==> config.mk <==
export PLATFORM = sky130hd
export DESIGN_NAME = rename_map_table_flat
export DESIGN_NICKNAME = d
export VERILOG_FILES = /design/src/rtl/rename_map_table_pkg.sv /design/src/rtl/rename_map_table_if.sv /design/src/rtl/rename_map_table_entry.sv /design/src/rtl/rename_map_table.sv /design/src/flat_wrapper.sv
export SDC_FILE = /design/constraint.sdc
export NUM_CORES = 1
export LEC_CHECK = 0
export ABC_AREA = 1
export CORE_UTILIZATION = 40
export CTS_CLUSTER_DIAMETER = 100
export DETAILED_ROUTE_END_ITERATION = 8
export PLACE_DENSITY = 0.59
export SYNTH_ARGS = -nofsm -noshare
export SYNTH_HDL_FRONTEND = slang
export SYNTH_HIERARCHICAL = 1
export SYNTH_SLANG_ARGS = --single-unit
==> constraint.sdc <==
create_clock -name clock -period 1.1 [get_ports clock]
set_input_delay 0.11 -clock clock [delete_from_list [all_inputs] [get_ports clock]]
set_output_delay 0.11 -clock clock [all_outputs]
set_load 0.01 [all_outputs]
==> src/rtl/rename_map_table_pkg.sv <==
// Shared types for the rename map table: arch/physical index widths and the map entry layout.
// The physical tag width follows the CDB_BITS macro shared with free_list.
`ifndef CDB_BITS
`define CDB_BITS 7
`endif

package rename_pkg;

  localparam int unsigned NUM_ARCH_REGS = 32;
  localparam int unsigned ARCH_BITS     = 5;

  typedef logic [`CDB_BITS-1:0] preg_t;
  typedef logic [ARCH_BITS-1:0] areg_t;

  typedef struct packed {
    preg_t tag;
    logic  ready;
  } map_entry_t;

  // Reset image of entry idx: arch reg i maps to physical tag i, value available
  function automatic map_entry_t identityEntry(input int unsigned idx);
    map_entry_t e;
    e.tag   = preg_t'(idx);
    e.ready = 1'b1;
    return e;
  endfunction

endpackage

==> src/rtl/rename_map_table_if.sv <==
// Rename-stage bundle: dispatch request, free-list pop, CDB broadcast, recovery load and lookup results.
interface rename_map_table_if;
  import rename_pkg::*;

  logic                      dispatch_valid;
  logic                      dispatch_has_dest;
  areg_t                     dispatch_rd;
  areg_t                     dispatch_rs1;
  areg_t                     dispatch_rs2;
  preg_t                     fl_data;
  logic                      fl_empty;
  logic                      fl_rd;
  logic                      dispatch_stall;
  preg_t                     rs1_tag;
  preg_t                     rs2_tag;
  logic                      rs1_ready;
  logic                      rs2_ready;
  preg_t                     new_tag;
  preg_t                     old_tag;
  logic                      cdb_valid;
  preg_t                     cdb_tag;
  logic                      recover;
  preg_t [NUM_ARCH_REGS-1:0] arch_map_in;

  modport master (
    output dispatch_valid, dispatch_has_dest, dispatch_rd, dispatch_rs1, dispatch_rs2,
    output fl_data, fl_empty, cdb_valid, cdb_tag, recover, arch_map_in,
    input  fl_rd, dispatch_stall, rs1_tag, rs2_tag, rs1_ready, rs2_ready, new_tag, old_tag
  );

  modport slave (
    input  dispatch_valid, dispatch_has_dest, dispatch_rd, dispatch_rs1, dispatch_rs2,
    input  fl_data, fl_empty, cdb_valid, cdb_tag, recover, arch_map_in,
    output fl_rd, dispatch_stall, rs1_tag, rs2_tag, rs1_ready, rs2_ready, new_tag, old_tag
  );

endinterface

==> src/rtl/rename_map_table_entry.sv <==
// One speculative map entry {tag, ready}: recovery load beats dispatch write beats CDB wakeup.
module rename_map_entry
  import rename_pkg::*;
#(
  parameter int unsigned INDEX = 0
) (
  input  logic       clock,
  input  logic       reset,
  input  logic       we_i,
  input  preg_t      wtag_i,
  input  logic       load_i,
  input  preg_t      ltag_i,
  input  logic       cdb_valid_i,
  input  preg_t      cdb_tag_i,
  output map_entry_t entry_o
);

  map_entry_t entry_q, entry_d;

  always_comb begin
    entry_d = entry_q;
    if (load_i) begin
      entry_d.tag   = ltag_i;
      entry_d.ready = 1'b1;
    end else if (we_i) begin
      entry_d.tag   = wtag_i;
      entry_d.ready = 1'b0;
    end else if (cdb_valid_i && (entry_q.tag == cdb_tag_i)) begin
      entry_d.ready = 1'b1;
    end
  end

  always_ff @(posedge clock or posedge reset) begin
    if (reset) begin
      entry_q <= identityEntry(INDEX);
    end else begin
      entry_q <= entry_d;
    end
  end

  assign entry_o = entry_q;

endmodule

==> src/rtl/rename_map_table.sv <==
// Speculative register-alias table: pops free-list tags for rd, translates rs1/rs2, reloads on recover.
// Optional RENAME_CDB_FWD_EN forwards a same-cycle CDB broadcast into rs1_ready/rs2_ready.
module rename_map_table
  import rename_pkg::*;
(
  input logic               clock,
  input logic               reset,
  rename_map_table_if.slave bus
);

  map_entry_t entries [NUM_ARCH_REGS];
  logic       alloc;
  map_entry_t rs1Entry, rs2Entry, rdEntry;

  // Holding reset keeps the free list untouched while the table sits at identity
  assign alloc = bus.dispatch_valid & bus.dispatch_has_dest & (bus.dispatch_rd != '0)
               & ~bus.recover & ~reset;

  for (genvar i = 0; i < NUM_ARCH_REGS; i++) begin : gEntry
    logic  weEntry;
    preg_t loadTag;

    assign weEntry = alloc & ~bus.fl_empty & (bus.dispatch_rd == areg_t'(i));

    // x0 reloads as tag 0 regardless of the retirement map, so it always reads {0, 1}
    if (i == 0) begin : gZero
      assign loadTag = '0;
    end else begin : gReg
      assign loadTag = bus.arch_map_in[i];
    end

    rename_map_entry #(.INDEX(i)) uEntry (
      .clock       (clock),
      .reset       (reset),
      .we_i        (weEntry),
      .wtag_i      (bus.fl_data),
      .load_i      (bus.recover),
      .ltag_i      (loadTag),
      .cdb_valid_i (bus.cdb_valid),
      .cdb_tag_i   (bus.cdb_tag),
      .entry_o     (entries[i])
    );
  end

  always_comb begin
    rs1Entry           = entries[bus.dispatch_rs1];
    rs2Entry           = entries[bus.dispatch_rs2];
    rdEntry            = entries[bus.dispatch_rd];
    bus.fl_rd          = alloc & ~bus.fl_empty;
    bus.dispatch_stall = alloc & bus.fl_empty;
    bus.rs1_tag        = rs1Entry.tag;
    bus.rs2_tag        = rs2Entry.tag;
    bus.new_tag        = bus.fl_data;
    bus.old_tag        = rdEntry.tag;
`ifdef RENAME_CDB_FWD_EN
    bus.rs1_ready      = rs1Entry.ready | (bus.cdb_valid & (bus.cdb_tag == rs1Entry.tag));
    bus.rs2_ready      = rs2Entry.ready | (bus.cdb_valid & (bus.cdb_tag == rs2Entry.tag));
`else
    bus.rs1_ready      = rs1Entry.ready;
    bus.rs2_ready      = rs2Entry.ready;
`endif
  end

endmodule

==> src/flat_wrapper.sv <==
// flat-port wrapper written by rule: the top's interface ports become plain ports
module rename_map_table_flat import rename_pkg::*;
  (clock, reset, bus_dispatch_valid, bus_dispatch_has_dest, bus_dispatch_rd, bus_dispatch_rs1, bus_dispatch_rs2, bus_fl_data, bus_fl_empty, bus_cdb_valid, bus_cdb_tag, bus_recover, bus_arch_map_in, bus_fl_rd, bus_dispatch_stall, bus_rs1_tag, bus_rs2_tag, bus_rs1_ready, bus_rs2_ready, bus_new_tag, bus_old_tag);
  rename_map_table_if bus_i ();
  input logic clock;
  input logic reset;
  input wire logic [$bits(bus_i.dispatch_valid)-1:0] bus_dispatch_valid;
  input wire logic [$bits(bus_i.dispatch_has_dest)-1:0] bus_dispatch_has_dest;
  input wire logic [$bits(bus_i.dispatch_rd)-1:0] bus_dispatch_rd;
  input wire logic [$bits(bus_i.dispatch_rs1)-1:0] bus_dispatch_rs1;
  input wire logic [$bits(bus_i.dispatch_rs2)-1:0] bus_dispatch_rs2;
  input wire logic [$bits(bus_i.fl_data)-1:0] bus_fl_data;
  input wire logic [$bits(bus_i.fl_empty)-1:0] bus_fl_empty;
  input wire logic [$bits(bus_i.cdb_valid)-1:0] bus_cdb_valid;
  input wire logic [$bits(bus_i.cdb_tag)-1:0] bus_cdb_tag;
  input wire logic [$bits(bus_i.recover)-1:0] bus_recover;
  input wire logic [$bits(bus_i.arch_map_in)-1:0] bus_arch_map_in;
  output wire logic [$bits(bus_i.fl_rd)-1:0] bus_fl_rd;
  output wire logic [$bits(bus_i.dispatch_stall)-1:0] bus_dispatch_stall;
  output wire logic [$bits(bus_i.rs1_tag)-1:0] bus_rs1_tag;
  output wire logic [$bits(bus_i.rs2_tag)-1:0] bus_rs2_tag;
  output wire logic [$bits(bus_i.rs1_ready)-1:0] bus_rs1_ready;
  output wire logic [$bits(bus_i.rs2_ready)-1:0] bus_rs2_ready;
  output wire logic [$bits(bus_i.new_tag)-1:0] bus_new_tag;
  output wire logic [$bits(bus_i.old_tag)-1:0] bus_old_tag;
  assign bus_i.dispatch_valid = bus_dispatch_valid;
  assign bus_i.dispatch_has_dest = bus_dispatch_has_dest;
  assign bus_i.dispatch_rd = bus_dispatch_rd;
  assign bus_i.dispatch_rs1 = bus_dispatch_rs1;
  assign bus_i.dispatch_rs2 = bus_dispatch_rs2;
  assign bus_i.fl_data = bus_fl_data;
  assign bus_i.fl_empty = bus_fl_empty;
  assign bus_i.cdb_valid = bus_cdb_valid;
  assign bus_i.cdb_tag = bus_cdb_tag;
  assign bus_i.recover = bus_recover;
  assign bus_i.arch_map_in = bus_arch_map_in;
  assign bus_fl_rd = bus_i.fl_rd;
  assign bus_dispatch_stall = bus_i.dispatch_stall;
  assign bus_rs1_tag = bus_i.rs1_tag;
  assign bus_rs2_tag = bus_i.rs2_tag;
  assign bus_rs1_ready = bus_i.rs1_ready;
  assign bus_rs2_ready = bus_i.rs2_ready;
  assign bus_new_tag = bus_i.new_tag;
  assign bus_old_tag = bus_i.old_tag;
  rename_map_table u_core (.clock(clock), .reset(reset), .bus(bus_i));
endmodule
==> flow_metrics.tcl <==
set metrics [dict create \
    status "complete, but fails checks" \
    violations "negative setup slack" \
    fin_crit_sh_pct 201.7 \
    cp-start-kind "flop" \
    vias 31510 \
    layout-drive-gt1-share_pct 25.71 \
    final_max_slew_viol_count 0 \
    cp_cell_sequence "nand2_1, nand2_2, nand2_1, nand2_1, nand2_1, nand3_2, nor2_4, nor2_4, buf_2" \
    drt_wl_total_um 127600 \
    worstSkewPairLatency_ns 0.61 \
    crit_top_cell "nand2_1" \
    design_area_mm2 0.03549 \
    num_rows 90 \
    drc 0 \
    cpPeakStageDelay_ns 0.55 \
    worstMarginPinSlew_ns 0.6368 \
    clock_sinks 256 \
    port_buffers 284 \
    max_freq_mhz 450.7 \
    synth_top_cell_by_area "nand2_1" \
    hp-class "in -> reg" \
    relSlewSlack_pct 57.55 \
    cp.required_ns 0.99 \
    grt_overflow 0 \
    hold_slack_ns 0.02476 \
    stdcell_count 6049 \
    p_leak_nw 18.72 \
    core_area_mm2 0.06025 \
    avgViaCountPerCell 5.210 \
    h-tree-depth 1 \
    cts-root-buf "clkbuf_16" \
    cts_buffers 31 \
    crit_slowest_cell "dfstp_2" \
    synth_cells 4585 \
    worstPathArrival_ns 2.11 \
    ant_nets 0 \
    start_util_pct 40.47 \
    wl_per_cell_um 21.10 \
    grt_setup_unrepaired "yes" \
    yosysTopAreaCellShare_pct 39.19 \
    areaGrowthSynthToFinish_pct 45.55 \
    grt_pass1_vias 29210 \
    yosysUniqueCellTypes 23 \
    synth_seq_cells 256 \
    die_w_um 248.9 \
    largest_reg_flops 256 \
    final_cell_mix "2372 x nand2_1, 452 x nand3_1, 407 x inv_1" \
    yosys-top-cells-area "nand2_1 39%, dfrtp_1 15%, nand3_1 13%" \
    num-nets-final 5503 \
    fin_util_pct 58.91 \
    place_inst 5934 \
    syn_avg_cell_area_um2 5.318 \
    dp_hpwl_um 95480 \
    worstPathMaxFanout 2 \
    grt_pass1_wl_um 187100 \
    drt_iter0_markers 3538 \
    die_h_um 248.9 \
    globalplace.congestion 1.070 \
    synthesis.area_mm2 0.02438 \
    grt_max_degree 122 \
    period_needed_ns 2.219 \
    setup_ws_ns -1.119 \
    grt.total_usage_pct 40.37 \
    first_pass_iters 6 \
    reg2reg_slack_ns -0.37 \
    hold_viol_final 0 \
    power_density_mw_per_mm2 995.2 \
    setup_tns_ns -59.65 \
    synth.yosys.seq_area_share_pct 26.85 \
    placed_area_mm2 0.03174 \
    crit_type "reg -> out" \
    clock_skew_ns 0.009650 \
    dieArea_mm2 0.06195 \
    finalSetupViolCount 357 \
    antenna_found_initial 2 \
    path_clk_slew_ns 0.06 \
    vdd_drop_max_uv 1328 \
    end_kind "output port" \
    ctsLongestPathBuffers 3 \
    final_common_cell "nand2_1" \
    yosysWarnings 6 \
    cts_tree "yes" \
    io-pin-count 292 \
    cap_violations 0 \
]
## cell usage after synthesis
cell,number
a21oi_1,7
buf_1,16
buf_2,78
buf_4,9
buf_6,44
clkbuf_1,35
clkbuf_8,2
clkinv_1,1
conb_1,1
dfrtp_1,144
dfstp_2,112
inv_1,460
inv_2,6
nand2_1,2546
nand2_4,2
nand3_1,637
nand4_1,1
nand4_2,1
nor2_1,374
nor2_2,68
nor2_4,2
o21ai_0,7
or2_2,32
## critical path: cells and delay by family, from the launching register on
kind / cells / cell delay, ns
buffers and inverters: 1 / 0.15
AND/OR/NAND/NOR: 8 / 0.81
flip-flops: 1 / 0.55
## worst paths after layout
kind | cells after the start | endpoint | from
max in group asynchronous | 5 | u_core/gEntry[18].uEntry/entry_o[5] | reset
min | 3 | u_core/gEntry[9].uEntry/entry_o[1] | bus_arch_map_in[63]
max reg2reg | 11 | u_core/gEntry[17].uEntry/entry_o[0] | u_core/gEntry[17].uEntry/entry_o[1]
min in group asynchronous | 4 | u_core/gEntry[9].uEntry/entry_o[5] | reset
min reg2reg | 2 | u_core/gEntry[28].uEntry/entry_o[5] | u_core/gEntry[28].uEntry/entry_o[5]
max | 9 | bus_old_tag[0] | u_core/gEntry[25].uEntry/entry_o[1]
## routing by layer
layer | track usage, % | up-vias | wire [µm]
li1 | - | 15170 | -
met1 | 50.34 | 14510 | 49970
met2 | 66.67 | 1449 | 59360
met3 | 6.123 | 382 | 9809
met4 | 22.59 | 2 | 8501
met5 | 0 | - | 9
## repair_timing
action,in CTS,in global routing
buffers inserted,36,22
gates cloned,3,0
hold endpoints to repair,85,0
hold buffers,4,0
setup endpoints to repair,274,382
gates resized for setup,479,282
pin swaps,172,161
## through the flow
step | total power [W] | setup slack [ns]
after floorplan | 0.01692 | -0.3559
after global placement | 0.02350 | -1.113
after detailed placement | 0.02351 | -1.136
after CTS | 0.03449 | -1.136
after global routing | 0.03682 | -1.151
final | 0.03532 | -1.119
## power by group
part / leakage [nW] / switching (W) / internal (W)
logic: 15.4 / 0.00776 / 0.00569
registers: 2.87 / 0.00137 / 0.0104
clock network: 0.467 / 0.00437 / 0.00569
total: 18.7 / 0.0135 / 0.0218
## cell type report
cell class              instances  area (µm²)
diodes                          1       2.502
clock buffers                  52       934.6
clock inverters                 4       22.52
fillers                      6101       24760
inverters                     467        1768
multi-input cells            3686       17140
flip-flops and latches        256        6613
well taps                     782       978.4
repair buffers                801        8034
## kinds of logic after synthesis
kind of cell	synth area share, %
AND/OR/NAND/NOR	60.85
AO/OA/AOI/OAI	0.2873
buffers and inverters	12.00
flip-flops	26.85
other	0.01538
Note: power is estimated with default switching activity, not from simulation.
